===== config.mk =====
export PLATFORM = sky130hd
export DESIGN_NAME = desloca_serializa
export DESIGN_NICKNAME = d
export VERILOG_FILES = /design/src/rtl/desloca_serializa.sv
export SDC_FILE = /design/constraint.sdc
export NUM_CORES = 1
export LEC_CHECK = 0
export CORE_MARGIN = 4
export CORE_UTILIZATION = 48
export DETAILED_ROUTE_END_ITERATION = 12
export PLACE_DENSITY_LB_ADDON = 0.08
export SLEW_MARGIN = 20
export SYNTH_ARGS = -nofsm -noshare
export SYNTH_HDL_FRONTEND = slang
export SYNTH_SLANG_ARGS = --single-unit

===== constraint.sdc =====
create_clock -name Clock -period 1.65 [get_ports Clock]
set_input_delay 0.2475 -clock Clock [delete_from_list [all_inputs] [get_ports Clock]]
set_output_delay 0.2475 -clock Clock [all_outputs]
set_load 0.02 [all_outputs]

===== src/rtl/desloca_serializa.sv =====
// desloca_serializa: parallel-in, MSB-first serial-out shifter with valid/accept handshake; DESLOCA_SERIALIZA_PARIDADE_EN appends an even-parity bit
module desloca_serializa #(
  parameter int LARGURA = 12
) (
  input  logic               Clock,
  input  logic               Reset_n,
  input  logic [LARGURA-1:0] Entrada,
  input  logic               Inicia,
  input  logic               Aceita,
  output logic               Pronto,
  output logic               BitSaida,
  output logic               BitValido,
  output logic               Ultimo
);
  localparam int CW = $clog2(LARGURA + 2);
`ifdef DESLOCA_SERIALIZA_PARIDADE_EN
  typedef enum logic [1:0] {OCIOSO, ENVIANDO, PARIDADE} estado_t;
  logic paridade;
`else
  typedef enum logic [0:0] {OCIOSO, ENVIANDO} estado_t;
`endif
  estado_t estado, prox;
  logic [LARGURA-1:0] desloc;
  logic [CW-1:0] cont;
  logic carga, transf, fim;
  assign carga  = estado == OCIOSO && Inicia;
  assign transf = estado == ENVIANDO && Aceita;
  assign fim    = cont == CW'(1);
  // state register
  always_ff @(posedge Clock or negedge Reset_n)
    if (!Reset_n) estado <= OCIOSO;
    else estado <= prox;
  // next state: load from idle, leave after the last data bit (or the parity bit)
  always_comb begin
    prox = estado;
    if (carga) prox = ENVIANDO;
`ifdef DESLOCA_SERIALIZA_PARIDADE_EN
    else if (transf && fim) prox = PARIDADE;
    else if (estado == PARIDADE && Aceita) prox = OCIOSO;
`else
    else if (transf && fim) prox = OCIOSO;
`endif
  end
  // shift register and bit counter: load on accepted start, shift on each transfer, hold otherwise
  always_ff @(posedge Clock or negedge Reset_n)
    if (!Reset_n) begin
      desloc <= '0;
      cont   <= '0;
    end else if (carga) begin
      desloc <= Entrada;
      cont   <= CW'(LARGURA);
    end else if (transf) begin
      desloc <= {desloc[LARGURA-2:0], 1'b0};
      cont   <= cont - CW'(1);
    end
`ifdef DESLOCA_SERIALIZA_PARIDADE_EN
  // parity captured at load so later Entrada changes cannot affect it
  always_ff @(posedge Clock or negedge Reset_n)
    if (!Reset_n) paridade <= 1'b0;
    else if (carga) paridade <= ^Entrada;
`endif
  // outputs decoded from registered state only
  always_comb begin
    Pronto    = estado == OCIOSO;
    BitValido = estado != OCIOSO;
`ifdef DESLOCA_SERIALIZA_PARIDADE_EN
    BitSaida  = estado == ENVIANDO ? desloc[LARGURA-1] : estado == PARIDADE && paridade;
    Ultimo    = estado == PARIDADE;
`else
    BitSaida  = estado == ENVIANDO && desloc[LARGURA-1];
    Ultimo    = estado == ENVIANDO && fim;
`endif
  end
endmodule


## Word level (Yosys, flattened, before mapping)

Index checks and enable logic that the tools add are counted.

| storage, ports and cells | value |
|---|---|
| word-level logic and storage cells | 19 |
| register bits after elaboration | 17 |
| input bits | 16 |
| output and inout port bits | 4 |

| cells by class | value |
|---|---|
| equality and inequality tests | 1 |
| $add $sub $neg | 1 |
| bitwise logic cells | 1 |
| reductions and logical operators | 7 |
| muxes and demuxes | 6 |

Operators by type and width:

| operator | number |
|---|---|
| $mux W12 | 2 |
| $mux W4 | 2 |
| $logic_and A1 B1 Y1 | 5 |
| $eq A4 B1 Y1 const B | 1 |
| $reduce_bool A2 Y1 | 2 |
| $sub A4 B1 Y4 const B | 1 |
| $mux W1 | 2 |
| $not A1 Y1 | 1 |

## Longest topological paths before layout

Gate-level depths: netlist of the first run.

| depth | value |
|---|---|
| depth in word-level cells | 4 |
| mapped depth | 6 |
| depth with buffers taken out | 4 |

## Worst setup path after synthesis of the first run

Ideal clock, no wire load.

| timing path | value |
|---|---|
| kind | register -> output |
| start point | reg cont[1] |
| end point | out Ultimo |
| path slack | 0.331 ns |
| data arrival time | 1.072 ns |
| path buffers | 0 |
| stages on the path, launching flop included | 5 |
| required time | 1.402 ns |
| cells stage by stage | dfrtp_1 > inv_1 > ha_1 > nor3b_1 > and2_1 |

| on the way | value |
|---|---|
| longest elaborated chain between the ends | 2 |

Ends and longest elaborated chain:

| element | line | RTL |
|---|---|---|
| start: declaration | 24 | `logic [CW-1:0] cont;` |
| start signal: assignment | 51 | `cont <= CW'(LARGURA);` |
| start signal: assignment | 54 | `cont <= cont - CW'(1);` |
| $eq A4 B1 Y1 | 28 | `assign fim = cont == CW'(1);` |
| $logic_and A1 B1 Y1 | 71 | `Ultimo = estado == ENVIANDO && fim;` |
| end: declaration | 13 | `output logic Ultimo` |

No other way between the ends.

## Worst setup path in the final report of the first run

Ends and elaborated chain as after synthesis.

==> flow_metrics.tcl, run 1 <==
set metrics [dict create \
    slowest_delay_ns 0.40 \
    synth_top_area_cell "dfrtp_1" \
    period_minus_slack_ns 1.585 \
    via_per_inst 4.962 \
    ys_ff_latch 17 \
    worstSetupPathType "register to output port" \
    cts_tree "built" \
    critPathCaptureType "output port" \
    synth-edff-count 0 \
    cts.sinks 17 \
    drt-total-wl_mm 1.609 \
    grt_max_degree 18 \
    drive_above_1_share_pct 29.25 \
    yosysTopAreaCellShare_pct 48.16 \
    synth_fp_nets 98 \
    hold_path_class "input port to async pin" \
    drv_cap 0 \
    crit_required_ns 1.40 \
    final_cell_mix "nand2_1, dfrtp_1, clkdlybuf4s50_1, a22oi_2, buf_4" \
    core-area_um2 1727 \
    place_ws_ns -0.1456 \
    setup_slack_ns 0.06508 \
    arrival_ns 1.34 \
    wl_met1_um 695 \
    synthDistinctLibCells 26 \
    layout_commonest_cell "nand2_1" \
    top_layer_used "met4" \
    io_buffers 19 \
    p_leak_nw 0.5673 \
    drcViolationCount 0 \
    dr.pass1.iters 4 \
    yosys-top-cells-area "dfrtp_1, a22oi_2, nand2_1" \
    antenna_found_initial 0 \
    syn-cell-area_um2 883.3 \
    gp_congestion 0.7293 \
    finalHoldViolCount 0 \
    fill_cells 156 \
    syn_to_final_growth_pct 31.30 \
    run_status "finished, final reports clean" \
    synth_top_flop_cell "dfrtp_1" \
    synth-seq-area-share_pct 48.16 \
    avgSynthCellArea_um2 11.04 \
    detail-route-antenna-nets 0 \
    vdd_ir_drop_max_v 0.0006320 \
    setup_violations 0 \
    finClkSkew_ns 0.001807 \
    dp_hpwl_mm 1.198 \
    cp_slowest_cell "dfrtp_1" \
    numCtsBuffers 3 \
    worst_slew_pin_slew_ns 0.6619 \
    die_w_um 50.90 \
    drt_iter0_markers 6 \
    wl_met3_um 93 \
    io_pins 20 \
    grt-ovfl-total 0 \
    crit_chain "inv_2 -> ha_1 -> nor3b_4 -> and2_4 -> buf_6" \
    cellPowerDensity_nw_per_um2 1226 \
    max_freq_mhz 630.9 \
    cp-start-kind "register" \
    track_usage_pct 13.88 \
    vias 650 \
    postCtsHoldBufs 0 \
    clk_pin_slew_worst_paths_ns 0.10 \
    worst-r2r-setup-slack_ns 0.18 \
    diodes 0 \
    synthCells 80 \
    grt_pass1_vias 629 \
    clk_path_buf_depth 2 \
    min_period_over_period_pct 96.06 \
    path_buf_inv 2 \
    fin_total_pwr_mw 1.422 \
    grt_pass1_wl_mm 2.732 \
    met2WireLength_um 808 \
    clkLatencyLatePin_ns 0.28 \
    wl_per_cell_um 12.28 \
    crit_family "flip-flops" \
    start_util_pct 51.16 \
    async_flop_share_pct 100.0 \
    rsz0062_at_grt "true" \
    nets 125 \
    slew_viol_final 0 \
    slew-limit-headroom_pct 55.00 \
    clockRootBuffer "clkbuf_4" \
    die_h_um 50.90 \
    dieArea_um2 2591 \
    core.rowCount 15 \
    cts-htree-levels 1 \
    cp_max_fo 2 \
    synth_warnings 0 \
]
==> per-stage QoR <==
stage / hold WS [ns] / cell area [µm²] / utilization (%) / TNS [ns] / cells
2_1_floorplan: -0.04809 / 883.3 / - / 0 / 80
3_3_place_gp: 0.4560 / 1116 / 64.64 / -0.1000 / 127
3_5_place_dp: 0.4595 / 1116 / 64.64 / -0.1456 / 127
4_1_cts: 0.2765 / 1142 / 66.16 / 0 / 131
5_1_grt: 0.2921 / 1160 / 67.17 / -0.01359 / 131
6_report: 0.2754 / 1160 / 67.17 / 0 / 131
==> flip-flops by register name (all words and copies together) (netlist names) <==
register	count
BitValido	1
desloc	12
cont	4
==> Yosys cell counts, types with 2 or more instances <==
cell type  count
a22oi_1        2
a22oi_2        8
and2_1         2
buf_6          3
dfrtp_1       17
ha_1           2
inv_1          3
nand2_1       24
o21ai_0        2
==> final timing paths <==
kind	from	end	cells after the start
max	cont[1]	Ultimo	5
min	Reset_n	desloc[11]	2
max reg2reg	BitValido	cont[0]	4
min reg2reg	desloc[11]	desloc[11]	2
max in group asynchronous	Reset_n	desloc[7]	2
min in group Clock	desloc[11]	desloc[11]	2
==> power breakdown <==
group | switching [mW] | internal [mW] | total [mW]
Clock | 0.129 | 0.0900 | 0.219
Combinational | 0.244 | 0.287 | 0.531
Sequential | 0.107 | 0.565 | 0.672
==> per-layer routing <==
layer,global-route usage (%),vias up
met5,0,-
met4,2.691,0
met3,4.373,2
met2,23.39,14
met1,17.45,310
li1,-,324
==> repair_timing <==
| action | CTS | global route |
|---|---|---|
| setup buffers | 0 | 0 |
| resized for setup | 6 | 6 |
| setup endpoints to repair | 2 | 2 |
| pin swaps | 0 | 1 |
==> kinds of logic (layout without fill, tap and decap cells) <==
group,count (synthesis),in the layout,synth area share (%)
mux,2,2,2.691
compound gates,19,19,21.39
buf+inv,8,34,8.215
flops,17,17,48.16
fa+ha+maj,2,2,2.832
simple gates,32,32,16.71
==> layout make-up <==
type / instances / area (µm²) / area share [%]
sequential: 17 / 425.4 / 36.68
tap: 25 / 31.28 / 2.697
clock inverter: 1 / 5.005 / 0.4315
clock buffer: 3 / 22.52 / 1.942
multi-input combinational: 55 / 399.1 / 34.41
timing repair buffer: 27 / 265.3 / 22.87
inverter: 3 / 11.26 / 0.9709
Note: power is estimated with default switching activity, not from simulation.
==> run 2: changes to the inputs <==
CTS_CLUSTER_SIZE = 20   (was unset)
==> results of run 2 <==
The final DEF is identical to that of run 1; final timing and power are the same.
